<file path="config.mk">
export PLATFORM = sky130hd
export DESIGN_NAME = stopwatch_core
export DESIGN_NICKNAME = d
export VERILOG_FILES = /design/src/rtl/stopwatch_pkg.sv /design/src/rtl/bcd_digit.sv /design/src/rtl/stopwatch_core.sv
export SDC_FILE = /design/constraint.sdc
export NUM_CORES = 1
export LEC_CHECK = 0
export BUFFER_PORTS_ARGS = -buffer_cell sky130_fd_sc_hd__buf_2
export CELL_PAD_IN_SITES_DETAIL_PLACEMENT = 1
export CELL_PAD_IN_SITES_GLOBAL_PLACEMENT = 1
export CORE_MARGIN = 2
export CORE_UTILIZATION = 49
export DETAILED_ROUTE_END_ITERATION = 16
export HOLD_SLACK_MARGIN = 0.1
export PLACE_DENSITY_LB_ADDON = 0.1
export SLEW_MARGIN = 20
export SYNTH_ARGS = -nofsm -noshare
export SYNTH_HDL_FRONTEND = slang
export SYNTH_SLANG_ARGS = --single-unit
</file>
<file path="constraint.sdc">
create_clock -name clk -period 5.6 [get_ports clk]
set_clock_uncertainty 0.05 [all_clocks]
set_input_delay 0.84 -clock clk [delete_from_list [all_inputs] [get_ports clk]]
set_output_delay 0.84 -clock clk [all_outputs]
set_load 0.05 [all_outputs]
</file>
<file path="src/rtl/stopwatch_pkg.sv">
// Shared types and constants for the stopwatch timekeeping slice.
package stopwatch_pkg;

  typedef enum logic [1:0] {
    ST_IDLE  = 2'd0,
    ST_RUN   = 2'd1,
    ST_PAUSE = 2'd2,
    ST_LAP   = 2'd3
  } sw_state_t;

  localparam int DIGIT_W    = 4;
  localparam int SEC_HI_W   = 3;
  localparam int MAX_DIGIT  = 9;
  localparam int MAX_SEC_HI = 5;

  // One complete MM:SS.t reading, used for both the live count and the lap snapshot.
  typedef struct packed {
    logic [DIGIT_W-1:0]  min_hi;
    logic [DIGIT_W-1:0]  min_lo;
    logic [SEC_HI_W-1:0] sec_hi;
    logic [DIGIT_W-1:0]  sec_lo;
    logic [DIGIT_W-1:0]  tenth;
  } bcd_time_t;

  function automatic logic is_counting(input sw_state_t s);
    return (s == ST_RUN) || (s == ST_LAP);
  endfunction

endpackage

</file>
<file path="src/rtl/bcd_digit.sv">
// Single BCD counter digit: counts 0..MAX and emits a carry on the wrapping increment.
module bcd_digit #(
  parameter int WIDTH = 4,
  parameter int MAX   = 9
) (
  input  logic             clk,
  input  logic             rst_n,
  input  logic             clr,
  input  logic             inc,
  output logic [WIDTH-1:0] value,
  output logic             carry
);

  localparam logic [WIDTH-1:0] MAX_V = WIDTH'(MAX);

  assign carry = inc && (value == MAX_V);

  // Digit register: clear wins over increment; an out-of-range value wraps to zero on the next increment.
  always_ff @(posedge clk or negedge rst_n) begin
    if (!rst_n) begin
      value <= '0;
    end else if (clr) begin
      value <= '0;
    end else if (inc) begin
      if (value >= MAX_V) begin
        value <= '0;
      end else begin
        value <= value + 1'b1;
      end
    end
  end

endmodule

</file>
<file path="src/rtl/stopwatch_core.sv">
// Stopwatch timekeeping: counts tenth-second ticks in BCD under start/stop, lap and clear control.
module stopwatch_core
  import stopwatch_pkg::*;
#(
  parameter int MAX_MIN = 59
) (
  input  logic                clk,
  input  logic                rst_n,
  input  logic                tick_in,
  input  logic                start_stop,
  input  logic                lap,
  input  logic                clear,
  output logic [DIGIT_W-1:0]  d_tenth,
  output logic [DIGIT_W-1:0]  d_sec_lo,
  output logic [SEC_HI_W-1:0] d_sec_hi,
  output logic [DIGIT_W-1:0]  d_min_lo,
  output logic [DIGIT_W-1:0]  d_min_hi,
  output logic                running,
  output logic                lap_active,
  output logic                rollover
);

  localparam int               MIN_HI_MAX  = MAX_MIN / 10;
  localparam logic [DIGIT_W-1:0] MIN_HI_TERM = DIGIT_W'(MAX_MIN / 10);
  localparam logic [DIGIT_W-1:0] MIN_LO_TERM = DIGIT_W'(MAX_MIN % 10);

  sw_state_t state;
  bcd_time_t live;
  bcd_time_t lap_reg;

  logic tick_q, start_q, lap_q;
  logic tick_rise, start_rise, lap_rise;
  logic count_en, at_terminal, wrap, illegal, digit_clr;
  logic c_tenth, c_sec_lo, c_sec_hi, c_min_lo, c_min_hi;

  assign tick_rise  = tick_in    & ~tick_q;
  assign start_rise = start_stop & ~start_q;
  assign lap_rise   = lap        & ~lap_q;

  // One-cycle history of each edge-detected input.
  always_ff @(posedge clk or negedge rst_n) begin
    if (!rst_n) begin
      tick_q  <= 1'b0;
      start_q <= 1'b0;
      lap_q   <= 1'b0;
    end else begin
      tick_q  <= tick_in;
      start_q <= start_stop;
      lap_q   <= lap;
    end
  end

  // Flag any state encoding outside the enumerated set so the datapath can be scrubbed.
  always_comb begin
    illegal = 1'b0;
    case (state)
      ST_IDLE, ST_RUN, ST_PAUSE, ST_LAP: illegal = 1'b0;
      default:                           illegal = 1'b1;
    endcase
  end

  assign count_en    = tick_rise & is_counting(state) & ~clear;
  assign at_terminal = (live.tenth  == DIGIT_W'(MAX_DIGIT))   &&
                       (live.sec_lo == DIGIT_W'(MAX_DIGIT))   &&
                       (live.sec_hi == SEC_HI_W'(MAX_SEC_HI)) &&
                       (live.min_lo == MIN_LO_TERM)           &&
                       (live.min_hi == MIN_HI_TERM);
  // A carry out of the top digit can only follow a corrupted count, but it wraps the same way.
  assign wrap        = (count_en & at_terminal) | c_min_hi;
  assign digit_clr   = clear | wrap | illegal;

  bcd_digit #(.WIDTH(DIGIT_W), .MAX(MAX_DIGIT)) u_tenth (
    .clk(clk), .rst_n(rst_n), .clr(digit_clr), .inc(count_en),
    .value(live.tenth), .carry(c_tenth)
  );

  bcd_digit #(.WIDTH(DIGIT_W), .MAX(MAX_DIGIT)) u_sec_lo (
    .clk(clk), .rst_n(rst_n), .clr(digit_clr), .inc(c_tenth),
    .value(live.sec_lo), .carry(c_sec_lo)
  );

  bcd_digit #(.WIDTH(SEC_HI_W), .MAX(MAX_SEC_HI)) u_sec_hi (
    .clk(clk), .rst_n(rst_n), .clr(digit_clr), .inc(c_sec_lo),
    .value(live.sec_hi), .carry(c_sec_hi)
  );

  bcd_digit #(.WIDTH(DIGIT_W), .MAX(MAX_DIGIT)) u_min_lo (
    .clk(clk), .rst_n(rst_n), .clr(digit_clr), .inc(c_sec_hi),
    .value(live.min_lo), .carry(c_min_lo)
  );

  bcd_digit #(.WIDTH(DIGIT_W), .MAX(MIN_HI_MAX)) u_min_hi (
    .clk(clk), .rst_n(rst_n), .clr(digit_clr), .inc(c_min_lo),
    .value(live.min_hi), .carry(c_min_hi)
  );

  // Control FSM with registered status flags and the lap snapshot; clear beats every other event.
  always_ff @(posedge clk or negedge rst_n) begin
    if (!rst_n) begin
      state      <= ST_IDLE;
      running    <= 1'b0;
      lap_active <= 1'b0;
      lap_reg    <= '0;
    end else if (clear) begin
      state      <= ST_IDLE;
      running    <= 1'b0;
      lap_active <= 1'b0;
      lap_reg    <= '0;
    end else begin
      case (state)
        ST_IDLE: begin
          if (start_rise) begin
            state   <= ST_RUN;
            running <= 1'b1;
          end
        end
        ST_RUN: begin
          if (start_rise) begin
            state   <= ST_PAUSE;
            running <= 1'b0;
          end else if (lap_rise) begin
            state      <= ST_LAP;
            lap_active <= 1'b1;
            lap_reg    <= live;
          end
        end
        ST_PAUSE: begin
          if (start_rise) begin
            state   <= ST_RUN;
            running <= 1'b1;
          end
        end
        ST_LAP: begin
          if (start_rise) begin
            state      <= ST_PAUSE;
            running    <= 1'b0;
            lap_active <= 1'b0;
          end else if (lap_rise) begin
            state      <= ST_RUN;
            lap_active <= 1'b0;
          end
        end
        default: begin
          state      <= ST_IDLE;
          running    <= 1'b0;
          lap_active <= 1'b0;
          lap_reg    <= '0;
        end
      endcase
    end
  end

  // Single-cycle wrap indicator.
  always_ff @(posedge clk or negedge rst_n) begin
    if (!rst_n) begin
      rollover <= 1'b0;
    end else begin
      rollover <= wrap;
    end
  end

  assign d_tenth  = lap_active ? lap_reg.tenth  : live.tenth;
  assign d_sec_lo = lap_active ? lap_reg.sec_lo : live.sec_lo;
  assign d_sec_hi = lap_active ? lap_reg.sec_hi : live.sec_hi;
  assign d_min_lo = lap_active ? lap_reg.min_lo : live.min_lo;
  assign d_min_hi = lap_active ? lap_reg.min_hi : live.min_hi;

endmodule

</file>
Word level (Yosys, flattened, before mapping)

Cells that the tools add are included.

Logic and storage cells: 123
Input bits: 6
Register bits: 46
Output and inout port bits: 22

Bitwise gates (word level): 13
Reduce and logical (&&, ||, !) cells: 26
Add/subtract/negate cells: 5
Multiplexer cells: 42
Equality and inequality tests: 15
$lt $le $gt $ge: 5

Operators with widths:

| kind                                                | number |
|---|---|
| two-way mux 19 bit                                  | 4 |
| two-way mux 4 bit                                   | 16 |
| adder 4 x 1 -> 4 bit, second input constant         | 4 |
| nonzero test 2 bit                                  | 7 |
| equality test 4 bit, second input constant          | 3 |
| >= comparator 4 bit, second input constant          | 3 |
| two-way mux 2 bit                                   | 6 |
| two-way mux 3 bit                                   | 4 |
| logical AND 1 bit                                   | 9 |
| two-way mux 1 bit                                   | 9 |
| != test 4 bit, second input constant                | 2 |
| bitwise AND 1 bit                                   | 6 |
| != test 3 x 1 -> 1 bit, second input constant       | 2 |
| != test 3 bit, second input constant                | 2 |
| one-hot mux 2 bit (3 select lines)                  | 1 |
| AND reduction 3 bit                                 | 2 |
| equality test 2 bit, second input constant          | 2 |
| equality test 4 x 3 -> 1 bit, second input constant | 1 |
| >= comparator 4 x 3 -> 1 bit, second input constant | 1 |
| inverter 1 bit                                      | 4 |
| one-hot mux 1 bit (2 select lines)                  | 2 |
| AND reduction 4 bit                                 | 1 |
| OR reduction 2 bit                                  | 2 |
| OR reduction 4 bit                                  | 1 |
| other kinds (10)                                    | 12 |

Depth between registers and ports, before layout

Depth after elaboration: 13
Gate-level depth with buffers: 7
Mapped depth without buffers: 6

By module

Synthesis repeated with hierarchy kept, for this count alone.

Cell total of the unflattened synthesis: 260
Area total of the unflattened synthesis: 2,660.1 µm²

Modules (own cells, without submodules):

| module                    | times used | area each (µm²) | cells an instance |
|---|---|---|---|
| stopwatch_core            | 1          | 1,468.9         | 147 |
| bcd_digit at u_min_lo ... | 3          | 246.5           | 22 |
| bcd_digit at u_min_hi     | 1          | 257.7           | 28 |
| bcd_digit at u_sec_hi     | 1          | 193.9           | 19 |

Least setup slack after synthesis

Ideal clock, no wire load.

Kind: register to output
Start: register lap_active
End: output port d_min_hi[1]
Path slack: 2.773 ns
Stages on the path, launching flop included: 3
Data required time: 4.710 ns
Arrival: 1.937 ns
Cell sequence: dfrtp_1 -> clkbuf_1 -> o21ai_0

Cells in the longest elaborated chain, start to end: 1

Ends and longest elaborated chain:

| item                   | line                  | RTL |
|---|---|---|
| start, declared        | stopwatch_core.sv:19  | `output logic lap_active,` |
| start signal, assigned | stopwatch_core.sv:102 | `lap_active <= 1'b0;` |
| start signal, assigned | stopwatch_core.sv:107 | `lap_active <= 1'b0;` |
| start signal, assigned | stopwatch_core.sv:123 | `lap_active <= 1'b1;` |
| two-way mux 4 bit      | stopwatch_core.sv:166 | `assign d_min_hi = lap_active ? lap_reg.min_hi : live.min_hi;` |
| end, declared          | stopwatch_core.sv:17  | `output logic [DIGIT_W-1:0] d_min_hi,` |

No other way between the ends.

Worst setup path after layout

Start: input port clear
End: register u_sec_lo.value[1]

Cells in the longest elaborated chain, start to end: 11

Ends and longest elaborated chain:

| item                                                           | line                 | RTL |
|---|---|---|
| start, declared                                                | stopwatch_core.sv:12 | `input logic clear,` |
| inverter 1 bit                                                 | stopwatch_core.sv:62 | `assign count_en = tick_rise & is_counting(state) & ~clear;` |
| bitwise AND 1 bit                                              | stopwatch_core.sv:62 |  |
| logical AND 1 bit (5 in series)                                | bcd_digit.sv:16      | `assign carry = inc && (value == MAX_V);` |
| OR 1 bit                                                       | stopwatch_core.sv:69 | `assign wrap = (count_en & at_terminal) \| c_min_hi;` |
| OR 1 bit (2 in series)                                         | stopwatch_core.sv:70 | `assign digit_clr = clear \| wrap \| illegal;` |
| two-way mux 4 bit / nonzero test 2 bit (equally long branches) | n/a                  |  |
| end signal, assigned                                           | bcd_digit.sv:28      | `value <= value + 1'b1;` |
| end, declared                                                  | bcd_digit.sv:10      | `output logic [WIDTH-1:0] value,` |

Parallel ways exist; a longest one is shown, timed or not.
A chain may end at the register's enable or synchronous reset.

==> metrics.yaml <==
run_status: "completed"
yosysTopAreaCell: "dfrtp_1"
die-area_um2: 5670
num_rows: 25
fillCellCount: 573
endpoint: "u_sec_lo.value[1]"
nets: 298
setup_viol: 0
cts_tree: "yes"
clkSinkCount: 46
crit_path_start_kind: "input port"
leakage_nw: 1.25
power.density_nw_per_um2: 228
async_flop_share_pct: 100
peakVddDrop_uv: 175
p_comb_share_pct: 10.3
rsz0062_at_grt: "false"
synthDominantCellAreaShare_pct: 46.2
grt_start_max_net_pins: 47
syn_area_um2: 2490
intPower_w: 0.000458
die_y_um: 75.3
min_period_over_period_pct: 57.8
hpwl_um: 4040
io_pins: 28
cp-startpoint: "clear"
cts.path.max_buffers: 2
core_um2: 4820
clk_latency_ps: 300
path_max_fanout: 30
p_sw_w: 0.000174
worst_pin_slew_ps: 1070
r2r_slack_ps: 2840
slowest_delay_ps: 770
sw_frac_of_total_pct: 27.5
vias: 1940
setup_tns_ps: 0
worstPathArrival_ps: 3370
reg2reg_from: "u_tenth.value[1]"
vias_per_cell: 5.61
gp_congestion: 0.801
cts_root_buf: "clkbuf_8"
grtUsageTotal_pct: 23.2
synth_cell_type_count: 38
final_hold_viol_count: 0
period_needed_ps: 3240
cts-resized-gates: 0
hold_path_class: "in2async"
critPathSlowestCell: "o31ai_1"
drtPass1Iterations: 4
grt_pass1_wl_um: 9920
utilization_pct: 57.6
area_growth_pct: 11.3
seq_area_frac_synth_pct: 46.2
seqCellArea_um2: 1150
postSynthAreaPerCell_um2: 9.81
path_class: "in2reg"
cts-htree-levels: 2
slew_viol_final: 0
cap_viol_max_count: 0
setup.worst_path.end_class: "flip-flop"
globalRoute.totalOverflow: 0
ant_nets: 0
drtIter0Drc: 102
yosysWarnings: 0
crit_chain: "buf_2, nand4bb_1, or3_1, o31ai_1, buf_4, nor2_1"
synth-edff-count: 0
final_layout_size_suffix_gt1_share_pct: 18.3
synthCells: 254
finalWirelength_um: 5840
synth_nets: 274
seq_power_share_pct: 56.0
diodes: 0
cts_buffers: 5
clkSlewWorstSetupHoldPaths_ps: 90
initial_utilization_pct: 51.7
holdBufCountCts: 0
wl_per_cell_um: 16.9
post-cts-setup-buffers: 0
max_freq_mhz: 309
max-slew-margin-rel_pct: 28.8
reg2regPathDepth: 7
ys_ff_latch: 46
largest_reg_flops: 19
clkPwrFrac_pct: 33.7
cp.required_ps: 5740
r2r-end: "u_sec_lo.value[1]"
io_buffers: 27
ys_top_cells_by_area: "dfrtp_1 46%, mux2i_1 8.4%, ha_1 7.0%, mux2_2 4.5%, nor2_1 4.5%"
synth_flop_cell: "dfrtp_1"
drc: 0
grt_pass1_vias: 2053
multi_input_area_um2: 1250
grt_antenna_before_repair: 0
die_x_um: 75.3
[cell usage in the layout, fill, tap and decap left out, types with 10 or more instances in the layout]
cell type | netlist | final
dfrtp_1 | 46 | 46
a21oi_1 | 13 | 13
mux2_2 | 10 | 10
inv_1 | 11 | 11
buf_2 | 5 | 26
nand2_1 | 19 | 19
nor2_1 | 30 | 30
mux2i_1 | 21 | 21
o21ai_0 | 22 | 22
ha_1 | 14 | 14
[cell usage after synthesis, types with 3 or more instances]
master,number
a21oi_1,13
buf_2,5
clkbuf_1,6
dfrtp_1,46
ha_1,14
inv_1,11
mux2_2,10
mux2i_1,21
nand2_1,19
nand2b_1,3
nand3_1,8
nand3b_1,4
nand4b_1,3
nor2_1,30
nor2b_1,5
nor3_1,6
o21ai_0,22
or3_1,3
[power by group through the flow]
stage          sequential (W)  clock, W  combinational, W
2_1_floorplan        0.000355         0         0.0000463
3_3_place_gp         0.000360         0         0.0000638
3_5_place_dp         0.000360         0         0.0000661
4_1_cts              0.000353  0.000217         0.0000664
5_1_grt              0.000356  0.000235         0.0000721
6_report             0.000353  0.000213         0.0000653
[kinds of logic (layout without fill, tap and decap cells)]
logic type	Yosys count	in the layout	synth area share [%]
simple gates	92	92	18.9
compound gates	47	47	10.9
flops	46	46	46.2
mux	31	31	13.0
buf+inv	23	48	3.71
fa+ha+maj	14	14	7.03
xor+xnor	1	1	0.351
[worst min-delay path by stage]
stage | slack [ps] | startpoint | cells past startpoint | to
after floorplan | 430 | lap_reg[10] | 2 | lap_reg[10]
after global placement | 450 | lap_reg[17] | 2 | lap_reg[17]
after detailed placement | 460 | lap_reg[3] | 2 | lap_reg[3]
after CTS | 480 | lap_reg[3] | 2 | lap_reg[3]
after global routing | 510 | lap_reg[6] | 2 | lap_reg[6]
final | 460 | rst_n | 1 | lap_reg[15]
[final cells by class]
cell class | count | share of cell area [%]
Clock buffer | 7 | 3.11
Clock inverter | 1 | 0.180
Inverter | 11 | 1.49
Multi-Input combinational cell | 185 | 45.2
Sequential cell | 46 | 41.5
Tap cell | 67 | 3.02
Timing Repair Buffer | 29 | 5.50
[critical path, delay by kind of cell]
kind                   cells  cell delay [ps]
buffers and inverters      2              560
AND/OR/NAND/NOR            3             1190
AO/OA/AOI/OAI              1              770
[per-layer routing]
metal | share of wire [%] | track usage, % | vias to the layer above
met5 | 0 | 0 | -
met4 | 1.7 | 6.82 | 0
met3 | 3.0 | 4.89 | 11
met2 | 50 | 38.4 | 26
met1 | 45 | 30.9 | 970
li1 | - | - | 933
[metrics by stage]
step	cells	hold slack, ps	worst slack, ps	power (W)	cell area, um^2
finish	346	463	2360	0.000632	2770
global route	346	511	2090	0.000663	2770
CTS	346	478	2290	0.000637	2770
detailed placement	338	459	2000	0.000426	2680
global placement	338	446	2110	0.000424	2680
floorplan	254	430	2770	0.000401	2490
No activity file was read; power rests on OpenSTA's default activity.
